==> src/rtl/saturn_bus_pkg.sv <==
// Shared definitions for the Saturn nibble-bus controller: command codes,
// controller state encoding and the address length in nibbles.
package saturn_bus_pkg;

  localparam int ADDR_NIBBLES = 5;

  typedef enum logic [3:0] {
    BUS_NOP       = 4'h0,
    BUS_ID        = 4'h1,
    BUS_PC_READ   = 4'h2,
    BUS_DP_READ   = 4'h3,
    BUS_PC_WRITE  = 4'h4,
    BUS_DP_WRITE  = 4'h5,
    BUS_LOAD_PC   = 4'h6,
    BUS_LOAD_DP   = 4'h7,
    BUS_CONFIGURE = 4'h8,
    BUS_RESET     = 4'h9
  } bus_cmd_e;

  typedef enum logic [1:0] {
    ST_LOAD_CMD,
    ST_ADDR,
    ST_READ_CMD,
    ST_READ
  } bus_state_e;

endpackage

==> src/rtl/saturn_bus_ctrl.sv <==
// Saturn nibble-bus instruction fetcher: sends LOAD_PC plus the address,
// then PC_READ, then fetches one nibble per phase-0 clock-enabled cycle.
module saturn_bus_ctrl #(
  parameter int         ADDR_NIBBLES = saturn_bus_pkg::ADDR_NIBBLES,
  parameter logic [3:0] CMD_PC_READ  = saturn_bus_pkg::BUS_PC_READ,
  parameter logic [3:0] CMD_LOAD_PC  = saturn_bus_pkg::BUS_LOAD_PC
) (
  input  logic                      i_clk,
  input  logic                      i_reset,
  input  logic                      i_clk_en,
  input  logic [3:0]                i_phases,
  input  logic [31:0]               i_cycle_ctr,
  input  logic [4*ADDR_NIBBLES-1:0] i_current_pc,
  input  logic                      i_pc_reload,
  input  logic [3:0]                i_bus_data,
  output logic [3:0]                o_bus_data,
  output logic                      o_bus_cmd_data,
  output logic                      o_bus_strobe,
  output logic [3:0]                o_nibble,
  output logic                      o_nibble_valid,
  output logic                      o_bus_busy
);
  import saturn_bus_pkg::*;

  localparam logic [2:0] LAST_NIBBLE = 3'(ADDR_NIBBLES - 1);

  bus_state_e                state;
  logic [4*ADDR_NIBBLES-1:0] addr;
  logic [2:0]                ctr;
  logic                      reload_pending;

  // The cycle counter only feeds simulation tracing in the core model.
  logic unused_cycle_ctr;
  assign unused_cycle_ctr = ^i_cycle_ctr;

  always_ff @(posedge i_clk or posedge i_reset) begin
    if (i_reset) begin
      state          <= ST_LOAD_CMD;
      addr           <= '0;
      ctr            <= '0;
      reload_pending <= 1'b0;
      o_bus_data     <= 4'h0;
      o_bus_cmd_data <= 1'b0;
      o_bus_strobe   <= 1'b0;
      o_nibble       <= 4'h0;
      o_nibble_valid <= 1'b0;
      o_bus_busy     <= 1'b1;
    end else begin
      // NOTE: pulses default low here and are overridden later in the same
      // block; non-blocking assignment makes the last write win cleanly.
      o_bus_strobe   <= 1'b0;
      o_nibble_valid <= 1'b0;
      if (!i_clk_en) begin
        if (i_pc_reload) reload_pending <= 1'b1;
      end else if (i_pc_reload || reload_pending) begin
        // A reload beats every state; any partially sent address is dropped.
        reload_pending <= 1'b0;
        state          <= ST_LOAD_CMD;
        o_bus_busy     <= 1'b1;
      end else begin
        unique case (state)
          ST_LOAD_CMD: begin
            o_bus_data     <= CMD_LOAD_PC;
            o_bus_cmd_data <= 1'b1;
            o_bus_strobe   <= 1'b1;
            addr           <= i_current_pc;
            ctr            <= '0;
            state          <= ST_ADDR;
          end
          ST_ADDR: begin
            o_bus_data     <= 4'(addr >> {ctr, 2'b00});
            o_bus_cmd_data <= 1'b0;
            o_bus_strobe   <= 1'b1;
            if (ctr == LAST_NIBBLE) state <= ST_READ_CMD;
            else                    ctr   <= ctr + 3'd1;
          end
          ST_READ_CMD: begin
            o_bus_data     <= CMD_PC_READ;
            o_bus_cmd_data <= 1'b1;
            o_bus_strobe   <= 1'b1;
            o_bus_busy     <= 1'b0;
            state          <= ST_READ;
          end
          ST_READ: begin
            if (i_phases[0]) begin
              o_bus_cmd_data <= 1'b0;
              o_bus_strobe   <= 1'b1;
              o_nibble       <= i_bus_data;
              o_nibble_valid <= 1'b1;
            end
          end
          default: state <= ST_LOAD_CMD;
        endcase
      end
    end
  end

endmodule

==> config.mk <==
export PLATFORM = sky130hd
export DESIGN_NAME = saturn_bus_ctrl
export DESIGN_NICKNAME = d
export VERILOG_FILES = /design/src/rtl/saturn_bus_pkg.sv /design/src/rtl/saturn_bus_ctrl.sv
export SDC_FILE = /design/constraint.sdc
export NUM_CORES = 1
export LEC_CHECK = 0
export CELL_PAD_IN_SITES_DETAIL_PLACEMENT = 1
export CELL_PAD_IN_SITES_GLOBAL_PLACEMENT = 2
export CORE_ASPECT_RATIO = 0.8
export CORE_UTILIZATION = 27
export CTS_BUF_LIST = sky130_fd_sc_hd__clkbuf_4
export CTS_CLUSTER_SIZE = 40
export DETAILED_ROUTE_END_ITERATION = 8
export PLACE_DENSITY = 0.91
export REMOVE_ABC_BUFFERS = 1
export SLEW_MARGIN = 20
export SYNTH_ARGS = -nofsm -noshare
export SYNTH_HDL_FRONTEND = slang
export SYNTH_SLANG_ARGS = --single-unit
==> constraint.sdc <==
create_clock -name i_clk -period 2 [get_ports i_clk]
set_clock_uncertainty 0.05 [all_clocks]
set_input_delay 0.4 -clock i_clk [delete_from_list [all_inputs] [get_ports i_clk]]
set_output_delay 0.4 -clock i_clk [all_outputs]
set_load 0.01 [all_outputs]
# Word-level counts from Yosys, hierarchy flattened
# Cells that the tools add are included.
# W data, S select, Z words.
totals:
  elab_cells: 58
  output_inout_bits: 12
  inputBits: 64
  reg_bits: 38
op_classes:
  eq_ne: 8
  n_reduce_logical: 17
  n_shift: 1
  n_mux: 20
  add_sub_neg: 1
  bitwise: 1
ops:
  columns: ["cell", "count"]
  rows:
  - ["$shr A20 B5 Y4", 1]
  - ["$mux W1", 12]
  - ["$pmux W4 S3", 1]
  - ["$reduce_and A3 Y1", 4]
  - ["$reduce_and A4 Y1", 2]
  - ["$pmux W2 S3", 1]
  - ["$pmux W3 S2", 1]
  - ["$reduce_bool A2 Y1", 3]
  - ["$eq A2 B2 Y1 const B", 2]
  - ["$mux W2", 2]
  - ["$ne A2 B2 Y1 const B", 2]
  - ["$reduce_and A2 Y1", 2]
  - ["$reduce_bool A4 Y1", 1]
  - ["$add A3 B1 Y3 const B", 1]
  - ["$eq A3 B3 Y1 const B", 1]
  - ["$mux W3", 1]
  - ["$ne A3 B3 Y1 const B", 1]
  - ["$pmux W1 S3", 1]
  - ["$reduce_bool A3 Y1", 1]
  - ["$reduce_or A3 Y1", 1]
  - ["$eq A2 B1 Y1 const B", 1]
  - ["$logic_not A2 Y1", 1]
  - ["$ne A2 B1 Y1 const B", 1]
  - ["$pmux W1 S2", 1]
  - ["3 further kinds", 3]

# Longest topological paths before layout
depth:
  word_depth: 5
  ltp_mapped: 7
  mapped_depth_nobuf: 6

# Worst setup path before layout
# Ideal clock, no wire load.
synth_timing:
  path_kind: "register to register"
  start: "register ctr[0]"
  end: "register state[0]"
  path_stages_with_launch: 8
  arrival_ps: 1400
  setup_slack_ps: 426
  setup_ps: 125
  path_buffers: 1
  period_less_slack_ps: 1574
  path_cell_list: "dfrtp_1 buf_2 inv_1 ha_1 nand3_1 o211ai_1 nand2_1 mux2_2"
synth_between:
  elab_chain_len: 3
synth_lines:
  columns: ["element", "line_no", "rtl"]
  rows:
  - ["from (decl)", "saturn_bus_ctrl.sv:29", "logic [2:0] ctr;"]
  - ["from (signal assigned)", "saturn_bus_ctrl.sv:75", "else ctr <= ctr + 3'd1;"]
  - ["$eq A3 B3 Y1", "saturn_bus_ctrl.sv:74", "if (ctr == LAST_NIBBLE) state <= ST_READ_CMD;"]
  - ["$ne A3 B3 Y1 (no source line)", null, null]
  - ["$reduce_and A3 Y1 (no source line)", null, null]
  - ["to (signal assigned)", "saturn_bus_ctrl.sv:68", "state <= ST_ADDR;"]
  - ["to (signal assigned)", "saturn_bus_ctrl.sv:74", null]
  - ["to (signal assigned)", "saturn_bus_ctrl.sv:82", "state <= ST_READ;"]
  - ["to (decl)", "saturn_bus_ctrl.sv:27", "bus_state_e state;"]
# No other way between the ends.
# A chain may end at the register's enable or synchronous reset.

# Worst setup path after layout
layout_timing:
  start: "register o_bus_busy"
  end: "output port o_bus_busy"
layout_rtl:
  columns: ["element", "line_no", "rtl"]
  rows:
  - ["from (decl)", "saturn_bus_ctrl.sv:21", "output logic o_bus_busy"]
  - ["from (signal assigned)", "saturn_bus_ctrl.sv:47", "o_bus_busy <= 1'b1;"]
  - ["from (signal assigned)", "saturn_bus_ctrl.sv:59", "o_bus_busy <= 1'b1;"]
  - ["from (signal assigned)", "saturn_bus_ctrl.sv:81", "o_bus_busy <= 1'b0;"]
# No word-level cell between the ends.

==> impl_metrics.py <==
metrics = {
    "timing": {
        "finalHoldViolations": 0,
        "finalSetupViolations": 0,
        "grt_setup_unrepaired": "false",
        "max_slew_margin_pct": 76.81,
        "worstMarginPinSlew_ns": 0.3478,
        "post-route-min-period_ns": 1.872,
        "fmax_mhz": 534.3,
        "fin_crit_sh_pct": 93.59,
        "slew_violations": 0,
        "holdWs_ns": 0.3365,
    },
    "detailed_routing": {
        "final_antenna_net_count": 0,
        "wire_per_inst_um": 13.64,
        "drc": 0,
        "vias_per_cell": 4.578,
        "drt_iter0_drc": 61,
        "num_vias": 1268,
        "wirelength_mm": 3.777,
        "drt_first_pass_iters": 3,
    },
    "worst_setup_path": {
        "crit_path_start_kind": "flop",
        "critical_path.top_delay_family": "flip-flops",
        "crit_slowest_cell": "dfstp_2",
        "cp.arrival_ns": 1.42,
        "worstSetupStartpoint": "o_bus_busy",
        "end_kind": "output pin",
        "crit_fanout": 2,
        "rr_worst_depth": 6,
        "crit_chain": "clkdlybuf4s50_1",
        "cp_num_cells": 1,
        "r2r_start": "ctr[1]",
        "r2r_slack_ns": 0.27,
        "worstSetupEndpoint": "o_bus_busy",
        "timing.rr.end": "state[0]",
        "critPathKind": "flop to output pin",
        "crit_path_max_incr_delay_ns": 0.55,
        "cp.required_ns": 1.55,
        "cp_num_buf_inv": 1,
    },
    "final_layout": {
        "areaGrowthSynthToFinish_pct": 32.36,
        "fill_cells": 718,
        "final_cells": 277,
        "layout-drive-gt1-share_pct": 13.47,
        "nNetsFinal": 263,
        "antenna_cells": 0,
    },
    "cts": {
        "clockRootBuffer": "clkbuf_4",
        "path_clk_slew_ns": 0.12,
        "holdBufCountCts": 0,
        "htreeDepth": 2,
        "numCtsBuffers": 5,
        "cts_tree": "built",
        "post_cts_buffers": 0,
        "clk_latency_ns": 0.34,
        "cts-resized-gates": 0,
        "clk_path_buf_depth": 2,
        "cts_sinks": 38,
    },
    "hold_path": {
        "hp-class": "input port to async pin",
    },
    "global_route": {
        "grt_start_max_net_pins": 39,
        "grtUsageTotal_pct": 12.09,
        "grt_pass1_vias": 1300,
        "grt_pass1_wl_mm": 6.430,
        "overflow": 0,
        "antenna_found_initial": 0,
    },
    "run_status": {
        "status": "complete, no violations",
    },
    "floorplanning": {
        "die_area_um2": 6992,
        "die_w_um": 93.24,
        "core_um2": 6409,
        "rows": 26,
        "io_pins": 76,
        "start_util_pct": 28.06,
        "die_h_um": 74.99,
    },
    "power_and_ir_drop": {
        "finalPower_mw": 2.584,
        "power.density_nw_per_um2": 1086,
        "vdd_drop_max_mv": 0.2325,
        "leakagePower_nw": 1.018,
    },
    "place": {
        "gp_congestion": 0.7704,
        "dpl.hpwl_mm": 2.854,
        "place.port_buffers": 40,
        "dp.cells": 269,
    },
    "yosys": {
        "syn_avg_cell_area_um2": 12.49,
        "synth_top_area_cell": "dfrtp_1",
        "syn_area_um2": 1798,
        "synth-seq-cells": 38,
        "synth_cell_types": 34,
        "netlist_instances": 144,
        "netlist.area_leader.share_pct": 51.50,
        "seq_area_frac_synth_pct": 52.96,
        "synth_area_leaders": "dfrtp_1 51%, mux2_1 13%, ha_1 4.9%",
        "yosysWarnings": 0,
    },
    "job": {
        "max_cap_viol_count": 0,
    },
}
[metal layers]
layer	global-route usage [%]	part of all wire (%)
met4	4.957	1.7
met1	15.05	44
met2	20.42	50
met5	0	0
met3	3.030	3.8
[logic make-up after synthesis]
group	count (synthesis)	synth area share (%)
flops	38	52.96
fa+ha+maj	7	4.871
compound gates	23	7.933
simple gates	30	9.326
buf+inv	15	4.453
mux	31	20.46
[state kept, by name, indices dropped and copies added, names as in the netlist]
name	count
o_bus_cmd_data	1
ctr	3
o_nibble	4
o_bus_busy	1
o_bus_data	4
o_bus_strobe	1
o_nibble_valid	1
addr	20
reload_pending	1
state	2
[cell usage in the layout, fill, tap and decap left out, types with 6 or more instances in the layout]
cell,count
mux2_1,20
clkbuf_4,6
nor2_1,6
dfrtp_1,37
mux2_2,6
buf_4,7
o21ai_0,6
inv_1,8
nand2_1,7
a21oi_1,7
clkdlybuf4s50_1,40
ha_1,7
[power by group]
group / internal (mW) / switching [mW] / total [mW]
combinational: 0.542 / 0.388 / 0.929
clock: 0.146 / 0.249 / 0.395
sequential: 1.06 / 0.196 / 1.26
[how the worst min path moves through the flow]
stage,startpoint,depth (start not counted),end
floorplan,addr[2],1,addr[2]
global placement,o_bus_busy,2,o_bus_busy
detailed placement,o_bus_busy,2,o_bus_busy
CTS,i_reset,3,o_bus_cmd_data
global route,i_reset,3,o_bus_cmd_data
finish,i_reset,3,o_bus_cmd_data
[Yosys cell counts (all sizes together)]
| library cell | number |
|---|---|
| o21ai | 6 |
| and3b | 1 |
| a311oi | 1 |
| o21a | 2 |
| mux2 | 26 |
| nand2b | 1 |
| clkbuf | 1 |
| dfrtp | 37 |
| mux4 | 2 |
| nor2 | 6 |
| and3 | 1 |
| o221ai | 1 |
| a22o | 1 |
| mux2i | 3 |
| o211ai | 1 |
| inv | 8 |
| a21oi | 7 |
| nor3b | 3 |
| or3b | 1 |
| a31oi | 1 |
| nand2 | 7 |
| nand3 | 4 |
| ha | 7 |
| a22oi | 2 |
| buf | 6 |
| nor3 | 4 |
| a211oi | 1 |
| and2 | 2 |
| dfstp | 1 |
[cell type report]
type / instances / area (µm²) / share of cell area [%]
multi-input cells: 91 / 765.7 / 32.18
clock buffers: 6 / 45.04 / 1.893
repair buffers: 48 / 473.0 / 19.87
clock inverters: 2 / 8.758 / 0.3680
well taps: 84 / 105.1 / 4.416
inverters: 8 / 30.03 / 1.262
flip-flops and latches: 38 / 952.2 / 40.01
[metrics by stage]
stage	cell area, µm²	TNS, ns	util, %	setup slack, ns
after floorplan	1748	0	-	0.4009
after global placement	2326	-0.5533	36.29	-0.03029
after detailed placement	2326	-0.5870	36.29	-0.04060
after CTS	2380	0	37.13	0.1008
after global routing	2380	0	37.13	0.08721
final	2380	0	37.13	0.1283
[worst min-delay path, stage by stage]
cell             delay [ns]
clkdlybuf4s50_1        0.39
inv_1                  0.09
buf_12                 0.23
Power figures use the tool's default switching activity.
